### src/rtl/store_buffer_mod_if.sv
//------------------------------------------------------------------------------
// store_buffer_mod_if
//
// Purpose:
//   Groups the store-buffer signals that run between the MEM stage, the store
//   buffer and data_memory_mod. Clock and reset are separate scalar ports on
//   the modules that use this interface.
//
// Parameters:
//   N      byte-address width; must match data_memory_mod
//   DEPTH  number of store-buffer entries (power of two, >= 2)
//
// Signals (direction given for the store buffer, i.e. the slave modport):
//   st_valid_i       in   store request from the MEM stage
//   st_addr_i        in   store byte address, word is big-endian at addr..addr+3
//   st_data_i        in   store data, bits [0:7] land at st_addr_i
//   st_ready_o       out  buffer can take a store this cycle
//   ld_valid_i       in   load request from the MEM stage
//   ld_addr_i        in   load byte address
//   ld_data_o        out  load result, forwarded or from memory
//   ld_stall_o       out  load cannot complete this cycle
//   mem_addr_o       out  shared data-memory address
//   mem_write_data_o out  data-memory write data
//   mem_write_en_o   out  data-memory write enable
//   mem_read_data_i  in   data-memory read data
//   count_o          out  current number of buffered stores
//
// Modports:
//   master  MEM stage plus data memory (drives the *_i signals)
//   slave   the store buffer itself
//------------------------------------------------------------------------------
`timescale 1ns/1ps
interface store_buffer_mod_if #(
  parameter int N     = 10,
  parameter int DEPTH = 4
);
  localparam int CW = $clog2(DEPTH + 1);

  logic          st_valid_i;
  logic [0:N-1]  st_addr_i;
  logic [0:31]   st_data_i;
  logic          st_ready_o;

  logic          ld_valid_i;
  logic [0:N-1]  ld_addr_i;
  logic [0:31]   ld_data_o;
  logic          ld_stall_o;

  logic [0:N-1]  mem_addr_o;
  logic [0:31]   mem_write_data_o;
  logic          mem_write_en_o;
  logic [0:31]   mem_read_data_i;

  logic [CW-1:0] count_o;

  modport master (
    output st_valid_i, st_addr_i, st_data_i,
    output ld_valid_i, ld_addr_i,
    output mem_read_data_i,
    input  st_ready_o, ld_data_o, ld_stall_o,
    input  mem_addr_o, mem_write_data_o, mem_write_en_o,
    input  count_o
  );

  modport slave (
    input  st_valid_i, st_addr_i, st_data_i,
    input  ld_valid_i, ld_addr_i,
    input  mem_read_data_i,
    output st_ready_o, ld_data_o, ld_stall_o,
    output mem_addr_o, mem_write_data_o, mem_write_en_o,
    output count_o
  );
endinterface

### src/rtl/store_buffer_mod.sv
//------------------------------------------------------------------------------
// store_buffer_mod
//
// Purpose:
//   Store buffer in the MEM stage, directly upstream of the single-port
//   data_memory_mod. Committed word stores are queued in a circular FIFO and
//   drained into memory, oldest first, whenever a load is not using the port.
//   Loads are checked against every buffered store: an exact match on the
//   youngest overlapping store is forwarded, a partial overlap stalls until
//   that store has drained, and a load that overlaps nothing reads memory.
//
// Parameters:
//   N      byte-address width (matches data_memory_mod)
//   DEPTH  number of store entries, power of two, >= 2
//
// Ports:
//   clk    clock, all state changes on the rising edge
//   rst_n  asynchronous active-low reset; discards every buffered store
//   bus    store_buffer_mod_if.slave (store/load requests, memory port,
//          occupancy); see the interface file for the signal list
//------------------------------------------------------------------------------
`timescale 1ns/1ps
module store_buffer_mod #(
  parameter int N     = 10,
  parameter int DEPTH = 4
) (
  input  logic              clk,
  input  logic              rst_n,
  store_buffer_mod_if.slave bus
);

  localparam int PW = $clog2(DEPTH);
  localparam int CW = $clog2(DEPTH + 1);

  // Load classification against the buffered stores.
  typedef enum logic [1:0] {
    LD_MEM     = 2'd0,   // no overlap: memory serves the load
    LD_FWD     = 2'd1,   // youngest overlapping store matches exactly
    LD_PARTIAL = 2'd2,   // youngest overlapping store overlaps partially
    LD_FULL    = 2'd3    // buffer full: load waits so the head can drain
  } ld_class_e;

  //--------------------------------------------------------------------------
  // State
  //--------------------------------------------------------------------------
  logic [0:N-1]  r_addr [DEPTH];
  logic [0:31]   r_data [DEPTH];
  logic [PW-1:0] r_head;
  logic [PW-1:0] r_tail;
  logic [CW-1:0] r_count;

  //--------------------------------------------------------------------------
  // Combinational signals
  //--------------------------------------------------------------------------
  logic             w_push;
  logic             w_pop;
  logic             w_full;
  logic             w_load_uses_port;
  logic [DEPTH-1:0] w_slot_overlap;
  logic [DEPTH-1:0] w_slot_exact;
  logic             w_hit;
  logic [PW-1:0]    w_hit_slot;
  logic             w_hit_exact;
  ld_class_e        w_class;

  assign w_full = (r_count == CW'(DEPTH));

  //--------------------------------------------------------------------------
  // Per-slot address compare.
  // A slot is live when its distance from the head is below the count. Two
  // word accesses overlap when their start addresses are within 3 bytes of
  // each other in either direction, measured modulo 2^N so that words
  // wrapping past the top of memory are caught just as the memory wraps.
  //--------------------------------------------------------------------------
  genvar gi;
  generate
    for (gi = 0; gi < DEPTH; gi++) begin : g_slot
      logic [PW-1:0] w_age;
      logic          w_valid;
      logic [N-1:0]  w_st_minus_ld;
      logic [N-1:0]  w_ld_minus_st;

      assign w_age         = PW'(gi) - r_head;
      assign w_valid       = (CW'(w_age) < r_count);
      assign w_st_minus_ld = r_addr[gi] - bus.ld_addr_i;
      assign w_ld_minus_st = bus.ld_addr_i - r_addr[gi];

      assign w_slot_overlap[gi] = w_valid &&
                                  ((w_st_minus_ld <= N'(3)) ||
                                   (w_ld_minus_st <= N'(3)));
      assign w_slot_exact[gi]   = (r_addr[gi] == bus.ld_addr_i);
    end
  endgenerate

  //--------------------------------------------------------------------------
  // Youngest overlapping entry: walk from oldest to youngest so the last hit
  // found is the most recent store to that region.
  //--------------------------------------------------------------------------
  always_comb begin
    w_hit      = 1'b0;
    w_hit_slot = r_head;
    for (int a = 0; a < DEPTH; a++) begin
      if (w_slot_overlap[r_head + PW'(a)]) begin
        w_hit      = 1'b1;
        w_hit_slot = r_head + PW'(a);
      end
    end
  end

  assign w_hit_exact = w_slot_exact[w_hit_slot];

  // A full buffer stalls every load so that the drain always gets the port;
  // otherwise a stream of loads could keep the buffer full forever.
  always_comb begin
    w_class = LD_MEM;
    if (w_full) begin
      w_class = LD_FULL;
    end else if (w_hit) begin
      w_class = w_hit_exact ? LD_FWD : LD_PARTIAL;
    end
  end

  //--------------------------------------------------------------------------
  // Port arbitration and outputs.
  // Nothing here depends on the st_* inputs: a store is only seen after it
  // has been written into the FIFO.
  //--------------------------------------------------------------------------
  assign w_load_uses_port = bus.ld_valid_i && (w_class == LD_MEM);
  assign w_pop            = (r_count != '0) && !w_load_uses_port;
  assign w_push           = bus.st_valid_i && !w_full;

  assign bus.st_ready_o       = !w_full;
  assign bus.count_o          = r_count;
  assign bus.mem_write_en_o   = w_pop;
  assign bus.mem_addr_o       = w_load_uses_port ? bus.ld_addr_i : r_addr[r_head];
  assign bus.mem_write_data_o = r_data[r_head];

  assign bus.ld_stall_o = bus.ld_valid_i &&
                          ((w_class == LD_FULL) || (w_class == LD_PARTIAL));

  assign bus.ld_data_o  = (bus.ld_valid_i && (w_class == LD_FWD)) ?
                          r_data[w_hit_slot] : bus.mem_read_data_i;

  //--------------------------------------------------------------------------
  // Pointers and occupancy. Reset only clears these; stale entry contents
  // are harmless because nothing outside head..head+count-1 is ever used.
  //--------------------------------------------------------------------------
  always_ff @(posedge clk or negedge rst_n) begin
    if (!rst_n) begin
      r_head  <= '0;
      r_tail  <= '0;
      r_count <= '0;
    end else begin
      if (w_push) begin
        r_tail <= r_tail + PW'(1);
      end
      if (w_pop) begin
        r_head <= r_head + PW'(1);
      end
      r_count <= r_count + CW'(w_push) - CW'(w_pop);
    end
  end

  // Entry storage. A push into the slot being drained on the same edge
  // cannot happen: a push needs a free slot, so tail never equals a live head.
  always_ff @(posedge clk) begin
    if (w_push) begin
      r_addr[r_tail] <= bus.st_addr_i;
      r_data[r_tail] <= bus.st_data_i;
    end
  end

endmodule

### src/flat_wrapper.sv
// flat-port wrapper written by rule: the top's interface ports become plain ports
module store_buffer_mod_flat 
#(
  parameter int N     = 10,
  parameter int DEPTH = 4
)
  (clk, rst_n, bus_st_valid_i, bus_st_addr_i, bus_st_data_i, bus_ld_valid_i, bus_ld_addr_i, bus_mem_read_data_i, bus_st_ready_o, bus_ld_data_o, bus_ld_stall_o, bus_mem_addr_o, bus_mem_write_data_o, bus_mem_write_en_o, bus_count_o);
  store_buffer_mod_if #(.N(N), .DEPTH(DEPTH)) bus_i ();
  input  logic clk;
  input  logic rst_n;
  input wire logic [$bits(bus_i.st_valid_i)-1:0] bus_st_valid_i;
  input wire logic [$bits(bus_i.st_addr_i)-1:0] bus_st_addr_i;
  input wire logic [$bits(bus_i.st_data_i)-1:0] bus_st_data_i;
  input wire logic [$bits(bus_i.ld_valid_i)-1:0] bus_ld_valid_i;
  input wire logic [$bits(bus_i.ld_addr_i)-1:0] bus_ld_addr_i;
  input wire logic [$bits(bus_i.mem_read_data_i)-1:0] bus_mem_read_data_i;
  output wire logic [$bits(bus_i.st_ready_o)-1:0] bus_st_ready_o;
  output wire logic [$bits(bus_i.ld_data_o)-1:0] bus_ld_data_o;
  output wire logic [$bits(bus_i.ld_stall_o)-1:0] bus_ld_stall_o;
  output wire logic [$bits(bus_i.mem_addr_o)-1:0] bus_mem_addr_o;
  output wire logic [$bits(bus_i.mem_write_data_o)-1:0] bus_mem_write_data_o;
  output wire logic [$bits(bus_i.mem_write_en_o)-1:0] bus_mem_write_en_o;
  output wire logic [$bits(bus_i.count_o)-1:0] bus_count_o;
  assign bus_i.st_valid_i = bus_st_valid_i;
  assign bus_i.st_addr_i = bus_st_addr_i;
  assign bus_i.st_data_i = bus_st_data_i;
  assign bus_i.ld_valid_i = bus_ld_valid_i;
  assign bus_i.ld_addr_i = bus_ld_addr_i;
  assign bus_i.mem_read_data_i = bus_mem_read_data_i;
  assign bus_st_ready_o = bus_i.st_ready_o;
  assign bus_ld_data_o = bus_i.ld_data_o;
  assign bus_ld_stall_o = bus_i.ld_stall_o;
  assign bus_mem_addr_o = bus_i.mem_addr_o;
  assign bus_mem_write_data_o = bus_i.mem_write_data_o;
  assign bus_mem_write_en_o = bus_i.mem_write_en_o;
  assign bus_count_o = bus_i.count_o;
  store_buffer_mod #(.N(N), .DEPTH(DEPTH)) u_core (.clk(clk), .rst_n(rst_n), .bus(bus_i));
endmodule
### config.mk
export PLATFORM = sky130hd
export DESIGN_NAME = store_buffer_mod_flat
export DESIGN_NICKNAME = d
export VERILOG_FILES = /design/src/rtl/store_buffer_mod_if.sv /design/src/rtl/store_buffer_mod.sv /design/src/flat_wrapper.sv
export SDC_FILE = /design/constraint.sdc
export NUM_CORES = 1
export LEC_CHECK = 0
export CAP_MARGIN = 20
export CORE_ASPECT_RATIO = 0.5
export CORE_UTILIZATION = 45
export CTS_BUF_LIST = sky130_fd_sc_hd__clkbuf_4
export CTS_CLUSTER_SIZE = 25
export DETAILED_ROUTE_END_ITERATION = 6
export DONT_BUFFER_PORTS = 1
export PLACE_DENSITY = 0.67
export SKIP_CTS_REPAIR_TIMING = 1
export SLEW_MARGIN = 15
export SYNTH_ARGS = -nofsm -noshare
export SYNTH_HDL_FRONTEND = slang
export SYNTH_SLANG_ARGS = --single-unit
export TNS_END_PERCENT = 50
### constraint.sdc
create_clock -name clk -period 6.6 [get_ports clk]
set_clock_uncertainty 0.05 [all_clocks]
set_input_delay 0.33 -clock clk [delete_from_list [all_inputs] [get_ports clk]]
set_output_delay 0.33 -clock clk [all_outputs]
set_load 0.02 [all_outputs]
* After elaboration in Yosys (flattened, before gate mapping)
Memory sizes are Yosys's and may differ from the RTL's. Cells that the tools add are included. W data, S select, Z words.
Word-level totals: flip-flop bits (word level) 7, latch bits 0, RAM bits 168, ROM bits 0, output and inout port bits 80, logic and storage cells 90, memories kept 2
Cells by class: add/subtract/negate cells 18, $mul 0, divide/modulo/power cells 0, order comparisons 17, equal/unequal tests 8, shift operators 0, multiplexer cells 24, bitwise operators 0, reductions and logical operators 18
Memories:
- u_core.r_data | depth 4, bits a word 32, read ports 2, clocked after memory_dff 0, wr ports 1, RTL line store_buffer_mod.sv:47 | logic [0:31] r_data [DEPTH];
- u_core.r_addr | depth 4, bits a word 10, read ports 5, clocked after memory_dff 0, wr ports 1, RTL line store_buffer_mod.sv:46 | logic [0:N-1] r_addr [DEPTH];
Operator list (count):
- $le A10 B2 Y1 const B | 8
- $sub A10 B10 Y10 | 8
- $eq A10 B10 Y1 | 4
- $mux W32 | 1
- $lt A2 B3 Y1 const B | 5
- $lt A2 B3 Y1 | 4
- $mux W2 | 6
- $mux W1 | 11
- $bmux W1 S2 | 5
- $mux W10 | 1
- $logic_and A1 B1 Y1 | 9
- $logic_or A1 B1 Y1 | 5
- $add A2 B1 Y2 const B | 2
- $add A2 B2 Y2 const B | 2
- $eq A2 B2 Y1 const B | 2
- $sub A1 B2 Y2 const A | 2
- $sub A2 B2 Y2 const A | 2
- $add A3 B1 Y3 | 1
- $eq A3 B3 Y1 const B | 1
- $reduce_bool A3 Y1 | 1
- $sub A3 B1 Y3 | 1
- $eq A2 B1 Y1 const B | 1
- $logic_not A1 Y1 | 2
- $logic_not A2 Y1 | 1

* Longest topological paths before layout
Gate-level depths: netlist (run 1).
depth in word-level cells 19, gate-level depth with buffers 21

* Worst setup path before layout (run 1)
OpenSTA, ideal clock, no wires.
kind reg-to-output, start reg u_core.r_head[0], end out bus_ld_data_o[10], data arrival time 4.375 ns, data required time 6.220 ns, slack 1.845 ns, stages on the path, launching flop included 17, cell sequence dfrtp_1 clkbuf_1 buf_1 clkbuf_1 xnor2_1 ha_1 a21oi_1 o221ai_1 a2111oi_2 o211ai_1 o311a_1 a32oi_2 and2_1 mux2_2 a21o_4 buf_6 a31oi_1
On the way: word-level cells in the longest chain between the ends 16, elaborated cells between the ends (all ways) 39
RTL lines:
- start: declaration | RTL line store_buffer_mod.sv:48 | logic [PW-1:0] r_head;
- start signal: assignment | RTL line store_buffer_mod.sv:158 | r_head <= r_head + PW'(1);
- $sub A1 B2 Y2 or $sub A2 B2 Y2 (tied branches) | RTL line store_buffer_mod.sv:83 | assign w_age = PW'(gi) - r_head;
- $lt A2 B3 Y1 | RTL line store_buffer_mod.sv:84 | assign w_valid = (CW'(w_age) < r_count);
- $logic_and A1 B1 Y1 | RTL line store_buffer_mod.sv:88 | assign w_slot_overlap[gi] = w_valid &&
- $bmux W1 S2 | RTL line store_buffer_mod.sv:103 | if (w_slot_overlap[r_head + PW'(a)]) begin
- $mux W1 (not written as such) | RTL line store_buffer_mod.sv:103
- $mux W2 (3 in a row) | RTL line store_buffer_mod.sv:103
- $bmux W1 S2 | RTL line store_buffer_mod.sv:110 | assign w_hit_exact = w_slot_exact[w_hit_slot];
- $mux W1 (not written as such) | RTL line store_buffer_mod.sv:110
- $mux W2 | RTL line store_buffer_mod.sv:119 | w_class = w_hit_exact ? LD_FWD : LD_PARTIAL;
- $mux W2 | RTL line store_buffer_mod.sv:118 | end else if (w_hit) begin
- $mux W2 | RTL line store_buffer_mod.sv:116 | if (w_full) begin
- $eq A2 B1 Y1 | RTL line store_buffer_mod.sv:141 | assign bus.ld_data_o = (bus.ld_valid_i && (w_class == LD_FWD)) ?
- $logic_and A1 B1 Y1 | RTL line store_buffer_mod.sv:141
- $mux W32 (*) | RTL line store_buffer_mod.sv:141
- end: declaration | RTL line flat_wrapper.sv:18 | output wire logic [$bits(bus_i.ld_data_o)-1:0] bus_ld_data_o;
Mark *: on every way between the ends. The rest lies on a longest branch, timed or not. The select of a mux whose other input is x is not followed.

==> results of run 1 <==
==> routing by layer <==
layer / vias to the layer above / global-route usage (%) / share of wire (%) / routed length (um)
li1: 4520 / - / - / -
met1: 5103 / 38.7 / 42 / 17200
met2: 528 / 44.0 / 47 / 19000
met3: 61 / 6.23 / 8.9 / 3600
met4: 0 / 7.97 / 1.7 / 693
met5: - / 0 / 0 / 0
==> flip-flops by register name, summed over array words and instances, names as in the netlist <==
signal	count
u_core.r_head	2
u_core.r_tail	2
u_core.r_addr	40
u_core.bus.count_o	3
u_core.r_data	128
==> power groups by stage <==
stage	clock, mW	sequential [mW]	combinational (mW)
floorplan	0	1.60	2.14
global placement	0	1.64	2.81
detailed placement	0	1.65	2.86
CTS	0.685	1.62	2.88
global route	0.726	1.65	3.14
finish	0.678	1.63	2.94
==> layout by cell type (no fill, tap or decap), drive strengths merged, types with 14 or more instances in the layout <==
master	instances
xnor2	24
nor2	35
inv	80
edfxtp	168
a21oi	59
mux4	42
clkbuf	19
ha	82
nand2	32
xor2	14
nand3	41
a31oi	40
o21ai	72
a21o	49
nor3	21
a22oi	65
a211oi	43
mux2	36
buf	50
dlygate4sd3	45
==> worst min path at each step <==
stage | slack (ps) | depth (start not counted) | endpoint
6_report | 50 | 2 | u_core.r_tail[0]
5_1_grt | 40 | 2 | u_core.r_tail[0]
3_5_place_dp | -20 | 0 | u_core.bus.count_o[1]
3_3_place_gp | -20 | 0 | u_core.bus.count_o[2]
4_1_cts | -710 | 0 | u_core.r_head[1]
2_1_floorplan | -20 | 0 | u_core.bus.count_o[0]
==> kinds of logic after synthesis <==
| logic type | after synthesis | share of synthesized area (%) |
|---|---|---|
| AO/OA/AOI/OAI | 406 | 22.2 |
| XOR/XNOR | 38 | 2.63 |
| adder cells (fa/ha/maj) | 91 | 9.53 |
| buffers and inverters | 160 | 5.51 |
| flip-flops | 175 | 41.3 |
| multiplexers | 83 | 11.1 |
| AND/OR/NAND/NOR | 192 | 7.77 |
==> critical path: cells and delay by family (launching register included) <==
kind,cells,cell delay [ps]
and+or+nand+nor,3,760
AOI/OAI and AO/OA,8,2700
buffers and inverters,2,600
adders and majority gates,1,440
DFF,1,450
==> area by class of cell <==
class                   count  area [um^2]
multi-input cells         810         6780
repair buffers             95          846
inverters                  78          293
clock buffers              19          143
clock inverters            13          161
well taps                 374          468
flip-flops and latches    175         5220
diodes                      1         2.50
fillers                  2412        13100
==> impl_metrics.env, run 1 <==
export IMPL_synth_common_cells="edfxtp_1, ha_1, inv_1"
export IMPL_worstSetupStartpoint="u_core.r_addr[2][3]"
export IMPL_yosysSeqAreaShare_pct=41.3
export IMPL_async_reset_ff_share_pct=4.00
export IMPL_core_area_um2=27000
export IMPL_die_area_um2=28800
export IMPL_drtIter0Drc=1220
export IMPL_postLayoutCellArea_um2=13900
export IMPL_maxCapViolations=0
export IMPL_crit_chain="ha_1 > a21oi_1 > o21bai_1 > or3_1 > a2111oi_2 > nand4_1 > o21a_1 > and2_1 > a21o_1 > a2111oi_4 > buf_4 > a211oi_1 > a31oi_1 > buf_4"
export IMPL_antenna_found_initial=1
export IMPL_critPathArrivalTime_ps=5580
export IMPL_cts_buffers=17
export IMPL_io_buffers=0
export IMPL_placed_cells=1487
export IMPL_grt_setup_unrepaired="no"
export IMPL_worstSkewPairLatency_ps=620
export IMPL_min_period_over_period_pct=90.3
export IMPL_endpoint="bus_ld_data_o[12]"
export IMPL_preCtsSetupSlack_ps=1310
export IMPL_path_clk_slew_ps=150
export IMPL_r2r_cells=16
export IMPL_routed_wl_um=40400
export IMPL_r2r_setup_slack_ps=1660
export IMPL_powerDensity_nw_per_um2=377
export IMPL_overflow=0
export IMPL_hold_viol_final=0
export IMPL_setup_ws_ps=643
export IMPL_first_global_vias=9652
export IMPL_timing_worst_setup_path_type="reg -> out"
export IMPL_nets=1356
export IMPL_ant_nets=0
export IMPL_synth_seq_cells=175
export IMPL_ys_warn_count=0
export IMPL_cts_num_sinks=175
export IMPL_pin_count=168
export IMPL_cts_tree="yes"
export IMPL_viasPerCell=6.53
export IMPL_syn_inst=1145
export IMPL_hold_path_class="in -> reg"
export IMPL_crit_slowest_cell="a2111oi_4"
export IMPL_root_buffer="clkbuf_4"
export IMPL_syn_num_nets=1324
export IMPL_p_clk_share_pct=12.9
export IMPL_synth_top_cell_area_share_pct=39.9
export IMPL_crit_fanout=21
export IMPL_grt_max_degree=65
export IMPL_drv_slew=0
export IMPL_peakVddDrop_uv=239
export IMPL_die_y_um=121
export IMPL_synth_cell_type_count=77
export IMPL_crit_path_start_kind="flop"
export IMPL_max_freq_mhz=168
export IMPL_initial_core_util_pct=46.8
export IMPL_synth_edff_count=168
export IMPL_slowest_delay_ps=860
export IMPL_power_frac_comb_pct=56.0
export IMPL_regToRegEndpoint="u_core.bus.count_o[1]"
export IMPL_p_leak_nw=5.02
export IMPL_grt_pass1_wl_um=60000
export IMPL_synth_avg_cell_area_um2=11.0
export IMPL_setup_tns_ps=0
export IMPL_finish_utilization_pct=51.5
export IMPL_dp_hpwl_um=27600
export IMPL_p_sw_share_pct=46.0
export IMPL_drive_gt1_share_pct=15.5
export IMPL_clk_path_buf_depth=2
export IMPL_wl_per_cell_um=25.8
export IMPL_holdWs_ps=48.5
export IMPL_routabilityCongestion=0.933
export IMPL_p_int_mw=2.83
export IMPL_power_frac_seq_pct=31.1
export IMPL_setup_violations=0
export IMPL_outcome="completed"
export IMPL_synth_ff_type="edfxtp_1"
export IMPL_vias=10200
export IMPL_die_w_um=239
export IMPL_post_route_drc_count=0
export IMPL_path_common_cell="buf_4"
export IMPL_yosysMostFrequentCell="edfxtp_1"
export IMPL_p_total_mw=5.24
export IMPL_yosysTopAreaCell="edfxtp_1"
export IMPL_track_usage_pct=27.9
export IMPL_netlist_area_um2=12700
export IMPL_yosys_top_cells_area="edfxtp_1, ha_1, mux4_2"
export IMPL_slew_headroom_pct=37.8
export IMPL_min_from="bus_st_valid_i"
export IMPL_period_needed_ps=5960
export IMPL_syn_to_final_growth_pct=9.99
export IMPL_max_slew_worst_pin_slew_ps=934
export IMPL_end_kind="output pin"
export IMPL_switching_power_mw=2.41
export IMPL_postPlaceCellArea_um2=13200
export IMPL_crit_required_ps=6220
export IMPL_stdcell_count=1565
export IMPL_num_rows=42
export IMPL_r2r_start="u_core.r_addr[2][3]"
export IMPL_dr_pass1_iters=6
export IMPL_htreeDepth=4
Power figures use the tool's default switching activity.
==> inputs of run 2 (changes only) <==
CORE_ASPECT_RATIO = default   (was 0.5)
==> run 2 against run 1 <==
Die area shrank 0.14%. Core utilization decreased by 1.6 points. Global-route usage decreased by 2.0 points. Maximum frequency fell by 1.6%. Hold slack worse by 20 ps. Sequential power hardly changed. Non-clock buffer count down 13. Largest cell class unchanged. Largest power group unchanged. Highest routed layer unchanged.
==> impl_metrics.env, run 2 (synthesis results as in run 1) <==
export IMPL_critPathArrivalTime_ps=5680
export IMPL_largest_reg_flops=128
export IMPL_num_rows=61
export IMPL_first_global_vias=9514
export IMPL_syn_to_final_growth_pct=9.37
export IMPL_final_cell_mix="edfxtp_1, ha_1, inv_1"
export IMPL_min_period_over_period_pct=91.8
export IMPL_htreeDepth=4
export IMPL_peakVddDrop_uv=227
export IMPL_die_w_um=170
export IMPL_overflow=0
export IMPL_vias=10100
export IMPL_die_y_um=170
export IMPL_grt_max_degree=65
export IMPL_crit_fanout=22
export IMPL_root_buffer="clkbuf_4"
export IMPL_dr_pass1_iters=6
export IMPL_die_area_um2=28800
export IMPL_routabilityCongestion=0.959
export IMPL_ant_nets=0
export IMPL_routed_wl_um=37500
export IMPL_core_area_um2=27700
export IMPL_antenna_found_initial=1
export IMPL_drv_slew=0
export IMPL_grt_pass1_wl_um=56300
export IMPL_cts_buffers=17
export IMPL_regMostFlops="u_core.r_data"
export IMPL_worstSkewPairLatency_ps=590
export IMPL_stdcell_count=1557
export IMPL_crit_path_start_kind="flop"
export IMPL_initial_core_util_pct=45.7
export IMPL_final_common_cell="edfxtp_1"
export IMPL_max_freq_mhz=165
export IMPL_setup_tns_ps=0
export IMPL_pin_count=168
export IMPL_end_kind="output pin"
export IMPL_slew_headroom_pct=20.3
export IMPL_track_usage_pct=26.0
export IMPL_dp_hpwl_um=25400
export IMPL_post_route_drc_count=0
export IMPL_p_leak_nw=4.97
export IMPL_outcome="completed"
export IMPL_wl_per_cell_um=24.1
export IMPL_crit_required_ps=6220
export IMPL_max_slew_worst_pin_slew_ps=1200
export IMPL_powerDensity_nw_per_um2=375
export IMPL_timing_worst_setup_path_type="reg -> out"
export IMPL_final_fill_count=2468
export IMPL_path_clk_slew_ps=170
export IMPL_hold_viol_final=0
export IMPL_period_needed_ps=6060
export IMPL_holdWs_ps=29.0
export IMPL_io_buffers=0
export IMPL_placed_cells=1479
export IMPL_clk_path_buf_depth=2
export IMPL_hold_path_class="in -> reg"
export IMPL_grt_setup_unrepaired="no"
export IMPL_drtIter0Drc=951
export IMPL_setup_violations=0
export IMPL_drive_gt1_share_pct=15.1
export IMPL_viasPerCell=6.47
export IMPL_r2r_setup_slack_ps=1600
export IMPL_cts_num_sinks=175
export IMPL_cts_tree="yes"
export IMPL_nets=1343
export IMPL_maxCapViolations=0
[run 2: cell types whose count changed in the layout (fill, tap and decap cells not counted), moves of 2 or more]
cell / change
inv_12: +5
clkbuf_4: -2
clkinv_1: -4
clkinv_8: +5
bufinv_16: -3
buf_4: -12
[run 2: report_power, final]
part	internal [mW]	total (mW)	leakage, nW	switching (mW)
Combinational	1.06	2.84	3.17	1.78
Clock	0.197	0.689	0.174	0.492
Sequential	1.48	1.65	1.62	0.177
Total	2.73	5.18	4.97	2.45
[run 2: per-layer routing]
metal / wire [um] / track usage, % / vias up
met4: 905 / 9.24 / 0
met2: 17400 / 40.2 / 535
met1: 15900 / 35.7 / 4960
met3: 3230 / 5.85 / 65
li1: - / - / 4507
met5: 0 / 0 / -
[run 2: stage by stage]
step / setup WS (ps) / total power [mW] / utilization, % / instance area [um^2]
2_1_floorplan: 1840 / 3.74 / - / 12700
3_3_place_gp: 1310 / 4.41 / 47.1 / 13000
3_5_place_dp: 1130 / 4.44 / 47.1 / 13000
4_1_cts: 454 / 5.13 / 48.3 / 13400
5_1_grt: 33.4 / 5.45 / 49.9 / 13800
6_report: 544 / 5.18 / 49.9 / 13800
[run 2: worst paths after layout]
kind                       depth (start not counted)               endpoint                start
min reg2reg                                        2       u_core.r_tail[0]     u_core.r_tail[0]
max                                               14       bus_ld_data_o[6]     u_core.r_head[1]
max in group asynchronous                          2       u_core.r_head[1]                rst_n
min in group asynchronous                          2  u_core.bus.count_o[0]                rst_n
max reg2reg                                       16  u_core.bus.count_o[1]  u_core.r_addr[0][1]
min                                                2       u_core.r_tail[0]       bus_st_valid_i
[run 2: area by class of cell]
cell class	count	area, um^2	area share (%)
multi-input cells	810	6770	49.0
flip-flops and latches	175	5220	37.7
repair buffers	82	729	5.27
well taps	378	473	3.42
inverters	78	293	2.12
clock inverters	15	211	1.53
clock buffers	17	128	0.922
diodes	2	5.00	0.0362
[run 2: critical path, stage by stage (launching register included)]
cell,delay (ps)
dfrtp_2,400
clkinv_1,330
ha_1,430
a21boi_0,130
o21bai_1,400
and4bb_1,280
o21ai_0,120
nor4_1,380
a22oi_1,260
and2_1,260
a21o_1,250
a2111oi_4,840
buf_4,410
a211oi_1,100
a31oi_1,470
